[src/rtl/uart_tx_arbiter_pkg.sv]
// Shared constants for the UART transmit arbiter: FSM encoding, default timings,
// and the baud divisor shared with the uart core.
package uart_tx_arbiter_pkg;

  typedef enum logic [1:0] {
    ST_IDLE    = 2'd0,
    ST_STROBE  = 2'd1,
    ST_WAIT_HI = 2'd2,
    ST_WAIT_LO = 2'd3
  } arb_state_t;

  localparam int unsigned WR_HOLD_DEF     = 10;
  localparam int unsigned BUSY_TO_DEF     = 1024;
  localparam int unsigned UART_BAUD_DIV   = 434;
  localparam int unsigned UART_FRAME_BITS = 10;

  // Clock cycles the uart core needs for one start/8-data/stop frame.
  function automatic int unsigned frame_cycles();
    return UART_FRAME_BITS * UART_BAUD_DIV;
  endfunction

endpackage

[src/rtl/uart_tx_arbiter_rr_pick.sv]
// Combinational round-robin select: first set request bit scanning rr, rr+1, ...
// modulo NREQ.
module rr_pick
  import uart_tx_arbiter_pkg::*;
#(
  parameter int unsigned NREQ = 4
) (
  input  logic [NREQ-1:0]         req,
  input  logic [$clog2(NREQ)-1:0] rr,
  output logic                    found,
  output logic [$clog2(NREQ)-1:0] idx
);

  localparam int unsigned IW = $clog2(NREQ);
  localparam int unsigned PW = IW + 1;

  logic [PW-1:0] pos;

  // One extra bit on pos lets rr+i exceed NREQ-1 before the modulo fold.
  always_comb begin
    found = 1'b0;
    idx   = '0;
    pos   = '0;
    for (int unsigned i = 0; i < NREQ; i++) begin
      pos = {1'b0, rr} + PW'(i);
      if (pos >= PW'(NREQ)) begin
        pos = pos - PW'(NREQ);
      end
      if (!found && req[pos[IW-1:0]]) begin
        found = 1'b1;
        idx   = pos[IW-1:0];
      end
    end
  end

endmodule

[src/rtl/uart_tx_arbiter.sv]
// Round-robin arbiter sharing one UART transmitter among NREQ byte producers.
// Optional busy-rise timeout with sticky err_o: define UART_ARB_TIMEOUT_EN.
module uart_tx_arbiter
  import uart_tx_arbiter_pkg::*;
#(
  parameter int unsigned NREQ    = 4,
  parameter int unsigned WR_HOLD = WR_HOLD_DEF,
  parameter int unsigned BUSY_TO = BUSY_TO_DEF
) (
  input  logic                    sys_clk_i,
  input  logic                    sys_rst_i,
  input  logic [NREQ-1:0]         req_i,
  input  logic [8*NREQ-1:0]       dat_i,
  output logic [NREQ-1:0]         ack_o,
  output logic                    tx_wr_o,
  output logic [7:0]              tx_dat_o,
  input  logic                    tx_busy_i,
  output logic [$clog2(NREQ)-1:0] gnt_id_o,
  output logic                    err_o
);

  localparam int unsigned IW = $clog2(NREQ);
  localparam int unsigned HW = $clog2(WR_HOLD + 1);

  arb_state_t    state;
  logic [IW-1:0] rr;
  logic [HW-1:0] hold_cnt;
  logic          pick_found;
  logic [IW-1:0] pick_idx;
  logic          to_expired;

  rr_pick #(
    .NREQ (NREQ)
  ) u_rr_pick (
    .req   (req_i),
    .rr    (rr),
    .found (pick_found),
    .idx   (pick_idx)
  );

`ifdef UART_ARB_TIMEOUT_EN
  localparam int unsigned TW = $clog2(BUSY_TO + 1);

  logic [TW-1:0] to_cnt;

  // Counts WAIT_HI cycles; restarts from zero on every entry.
  always_ff @(posedge sys_clk_i) begin
    if (sys_rst_i || state != ST_WAIT_HI) begin
      to_cnt <= '0;
    end else begin
      to_cnt <= to_cnt + 1'b1;
    end
  end

  assign to_expired = (state == ST_WAIT_HI) && (to_cnt == TW'(BUSY_TO - 1));

  // Sticky until reset; a byte that never raised busy is not retried.
  always_ff @(posedge sys_clk_i) begin
    if (sys_rst_i) begin
      err_o <= 1'b0;
    end else if (to_expired && !tx_busy_i) begin
      err_o <= 1'b1;
    end
  end
`else
  assign to_expired = 1'b0;
  assign err_o      = 1'b0;
`endif

  // Grant, strobe, then follow the uart busy flag through its rise and fall.
  always_ff @(posedge sys_clk_i) begin
    if (sys_rst_i) begin
      state    <= ST_IDLE;
      rr       <= '0;
      hold_cnt <= '0;
      ack_o    <= '0;
      tx_wr_o  <= 1'b0;
      tx_dat_o <= '0;
      gnt_id_o <= '0;
    end else begin
      ack_o <= '0;
      case (state)
        ST_IDLE: begin
          if (!tx_busy_i && pick_found) begin
            tx_dat_o <= dat_i[{pick_idx, 3'b000} +: 8];
            gnt_id_o <= pick_idx;
            ack_o    <= NREQ'(1) << pick_idx;
            rr       <= (pick_idx == IW'(NREQ - 1)) ? '0 : pick_idx + 1'b1;
            hold_cnt <= '0;
            state    <= ST_STROBE;
          end
        end
        ST_STROBE: begin
          if (hold_cnt == HW'(WR_HOLD)) begin
            tx_wr_o <= 1'b0;
            state   <= ST_WAIT_HI;
          end else begin
            tx_wr_o  <= 1'b1;
            hold_cnt <= hold_cnt + 1'b1;
          end
        end
        ST_WAIT_HI: begin
          if (tx_busy_i) begin
            state <= ST_WAIT_LO;
          end else if (to_expired) begin
            state <= ST_IDLE;
          end
        end
        ST_WAIT_LO: begin
          if (!tx_busy_i) begin
            state <= ST_IDLE;
          end
        end
        default: state <= ST_IDLE;
      endcase
    end
  end

endmodule

[config.mk]
export PLATFORM = sky130hd
export DESIGN_NAME = uart_tx_arbiter
export DESIGN_NICKNAME = d
export VERILOG_FILES = /design/src/rtl/uart_tx_arbiter_pkg.sv /design/src/rtl/uart_tx_arbiter_rr_pick.sv /design/src/rtl/uart_tx_arbiter.sv
export SDC_FILE = /design/constraint.sdc
export NUM_CORES = 1
export LEC_CHECK = 0
export BUFFER_PORTS_ARGS = -buffer_cell sky130_fd_sc_hd__buf_2
export CORE_UTILIZATION = 30
export CTS_CLUSTER_DIAMETER = 30
export DETAILED_ROUTE_END_ITERATION = 8
export PLACE_DENSITY_LB_ADDON = 0.08
export SETUP_SLACK_MARGIN = 0.4
export SKIP_CTS_REPAIR_TIMING = 1
export SLEW_MARGIN = 40
export SYNTH_ARGS = -nofsm -noshare
export SYNTH_HDL_FRONTEND = slang
export SYNTH_HIERARCHICAL = 1
export SYNTH_SLANG_ARGS = --single-unit
[constraint.sdc]
create_clock -name sys_clk_i -period 1.88 [get_ports sys_clk_i]
set_input_delay 0.282 -clock sys_clk_i [delete_from_list [all_inputs] [get_ports sys_clk_i]]
set_output_delay 0.282 -clock sys_clk_i [all_outputs]
set_load 0.02 [all_outputs]
==> Implementation_results.wiki <==
{| class="wikitable"
! Metric !! Value
|-
| Cts bufs inserted || 3
|-
| Final design area excluding fillers || 1830 µm²
|-
| Antenna Nets Post-Route || 0
|-
| Data required, critical path || 2.03 ns
|-
| Max_cap viols || 0
|-
| Overall power consumption || 2.07 mW
|-
| Kind of critical path || reg2reg
|-
| Largest net degree at the start of global routing || 23
|-
| Final RePlAce weighted congestion || 0.789
|-
| Deepest level of the CTS H-tree || 1
|-
| Final setup skew || 0.00596 ns
|-
| Most instantiated library cell after synthesis || nand2_1
|-
| Critical path endpoint category || flip-flop
|-
| Num Clock Sinks || 23
|-
| First DRT Iteration DRCs || 41
|-
| Worst-Skew Late Latency || 0.27 ns
|-
| Die extent in y || 68.7 µm
|-
| Distinct cell type count of the synthesized netlist || 35
|-
| Ranking of synthesized cells by instance count || 29 x nand2_1, 23 x dfxtp_1, 17 x a21oi_1
|-
| Number of nets produced by synthesis || 200
|-
| Chain of cells forming the critical path || inv_2, a221o_1, a21oi_2, buf_12, mux4_2, nand2_1, a21oi_1
|-
| Overall fraction of global-route tracks in use || 15.0%
|-
| Final WS setup || 0.0474 ns
|-
| Clock slew at reported path FFs || 0.09 ns
|-
| Area Overhead vs Synth || 37.0%
|-
| Post-route minimum period || 1.83 ns
|-
| Clk buf depth || 2
|-
| Peak Freq || 546 MHz
|-
| Power density cells || 1130 nW/µm²
|-
| IO buf count || 53
|-
| Synth warn || 6
|-
| Number of slew-limit violations in the final report || 0
|-
| Worst voltage drop across the vdd grid || 0.533 mV
|-
| Slowest CP cell || mux4_2
|-
| Number of nets in the layout || 257
|-
| Average size of a mapped cell || 8.73 µm²
|-
| Leakage || 0.835 nW
|-
| Final hold vios || 0
|-
| Pre-antenna DRT Iters || 4
|-
| Synthesized netlist cell count || 153
|-
| Cell row count || 23
|-
| Number of diodes || 0
|-
| Proportion of netlist area held by the largest area contributor || 34.5%
|-
| Place WS || -0.0417 ns
|-
| Post-Syn Area || 1340 µm²
|-
| Vias per cell || 4.87
|-
| Total I/O pin count || 55
|-
| Root buffer cell || clkbuf_8
|-
| Status || complete, no violations
|-
| Cell area reported after detailed placement || 1650 µm²
|-
| Count of endpoints failing setup in the final report || 0
|-
| CP max stage delay || 0.51 ns
|-
| Type of origin of the critical path || flip-flop
|-
| Detailed Route WL || 3360 µm
|-
| Sequential share of the synthesized area || 34.5%
|-
| Global route overflow || 0
|-
| Effective utilization at floorplan || 32.2%
|-
| Via count of the first global-routing pass || 1208
|-
| End-of-flow core utilization || 44.1%
|-
| Number of flops mapped to enable cells by yosys || 0
|-
| Synth area leader || dfxtp_1
|-
| FFs w/ async S/R, synth || 0%
|-
| Final clock period utilization by the worst path || 97.5%
|-
| Most common flop cell mapped by yosys || dfxtp_1
|-
| Reg2Reg Setup Slack || 0.05 ns
|-
| Placeable core region || 4140 µm²
|-
| Wire length of the first global-routing pass || 5240 µm
|-
| Worst Hold Class || in2reg
|-
| Die Wd || 68.7 µm
|-
| DRC viols || 0
|-
| Die Outline Area || 4720 µm²
|-
| Setup repair after global routing missed its margin || true
|-
| WL/cell || 13.0 µm
|-
| Biggest fanout along the worst timing path || 12
|-
| Layout cells sized above 1 || 47.4%
|-
| Number of antenna violations at the first check in global routing || 0
|-
| Vias || 1262
|-
| Clock tree from TritonCTS || done
|-
| Post-detail-place hpwl || 2400 µm
|-
| Number of synthesized register bits || 23
|-
| Area contributors post-synth || dfxtp_1 34%, mux4_2 13%, nand2_1 8.2%
|-
| Worst path arrival time || 1.98 ns
|}
==> where the power goes <==
part           switching, mW  internal, mW  leakage (nW)  total [mW]
combinational          0.566         0.518         0.619        1.08
sequential            0.0697         0.598         0.191       0.668
clock                  0.173         0.148        0.0255       0.322
==> state kept, by name (all words and copies together), names as in the netlist <==
name      cells
ack_o         4
gnt_id_o      2
hold_cnt      4
rr            2
state         2
tx_dat_o      8
tx_wr_o       1
==> path summary, 6_finish.rpt <==
kind / end / from / cells past startpoint
worst max-delay path: tx_dat_o[3] / rr[0] / 7
worst min-delay path: rr[0] / sys_rst_i / 2
worst max register to register: tx_dat_o[3] / rr[0] / 7
worst min register to register: tx_dat_o[2] / tx_dat_o[2] / 2
==> placed cells by master, fill, tap and decap left out, types with 2 or more instances in the layout <==
cell type / Yosys / layout
dfxtp_1: 23 / 18
inv_2: 1 / 4
ha_1: 8 / 4
a21oi_1: 17 / 15
buf_12: 0 / 2
inv_1: 8 / 4
nor2_2: 0 / 2
a211oi_1: 2 / 2
ha_4: 0 / 4
a21oi_2: 1 / 3
buf_4: 1 / 7
nand2_2: 0 / 2
clkbuf_8: 0 / 3
o21ai_0: 6 / 6
buf_2: 4 / 53
dfxtp_4: 0 / 4
nand2b_1: 3 / 3
mux4_2: 8 / 8
nand3b_1: 2 / 2
nor2_1: 13 / 11
nand3_1: 4 / 4
a31oi_1: 2 / 2
nand2_1: 29 / 27
==> per-stage QoR <==
step,setup TNS (ns),hold WS (ns),cells
floorplan,0,0.384,153
global placement,0,0.439,250
detailed placement,-0.195,0.445,250
CTS,0,0.424,254
global route,-0.0907,0.465,259
finish,0,0.434,259
==> logic make-up after synthesis <==
group	Yosys count	synth area share, %
AO/OA/AOI/OAI	35	16.2
adder cells (fa/ha/maj)	8	7.50
multiplexers	8	13.5
buffers and inverters	19	7.12
flip-flops	23	34.5
AND/OR/NAND/NOR	59	20.9
other	1	0.281
==> layout make-up <==
cell class / instances / area [µm²]
Fill cell: 427 / 2310
Clock inverter: 1 / 5.00
Sequential cell: 23 / 477
Multi-Input combinational cell: 111 / 850
Timing Repair Buffer: 62 / 358
Tap cell: 50 / 62.6
Inverter: 9 / 36.3
Clock buffer: 3 / 41.3
==> worst max-delay path, delay by kind of cell, from the launching register on <==
kind	cells	cell delay (ns)
AO/OA/AOI/OAI	3	0.54
buffers and inverters	2	0.21
flip-flops	1	0.38
AND/OR/NAND/NOR	1	0.08
multiplexers	1	0.51
==> metal layers <==
layer  part of all wire [%]  track usage (%)  vias up
met4                    1.0             3.83        0
li1                       -                -      645
met1                     43             16.5      585
met2                     51             28.6       28
met5                      0                0        -
met3                    5.5             3.62        4
No activity file was read; power rests on OpenSTA's default activity.
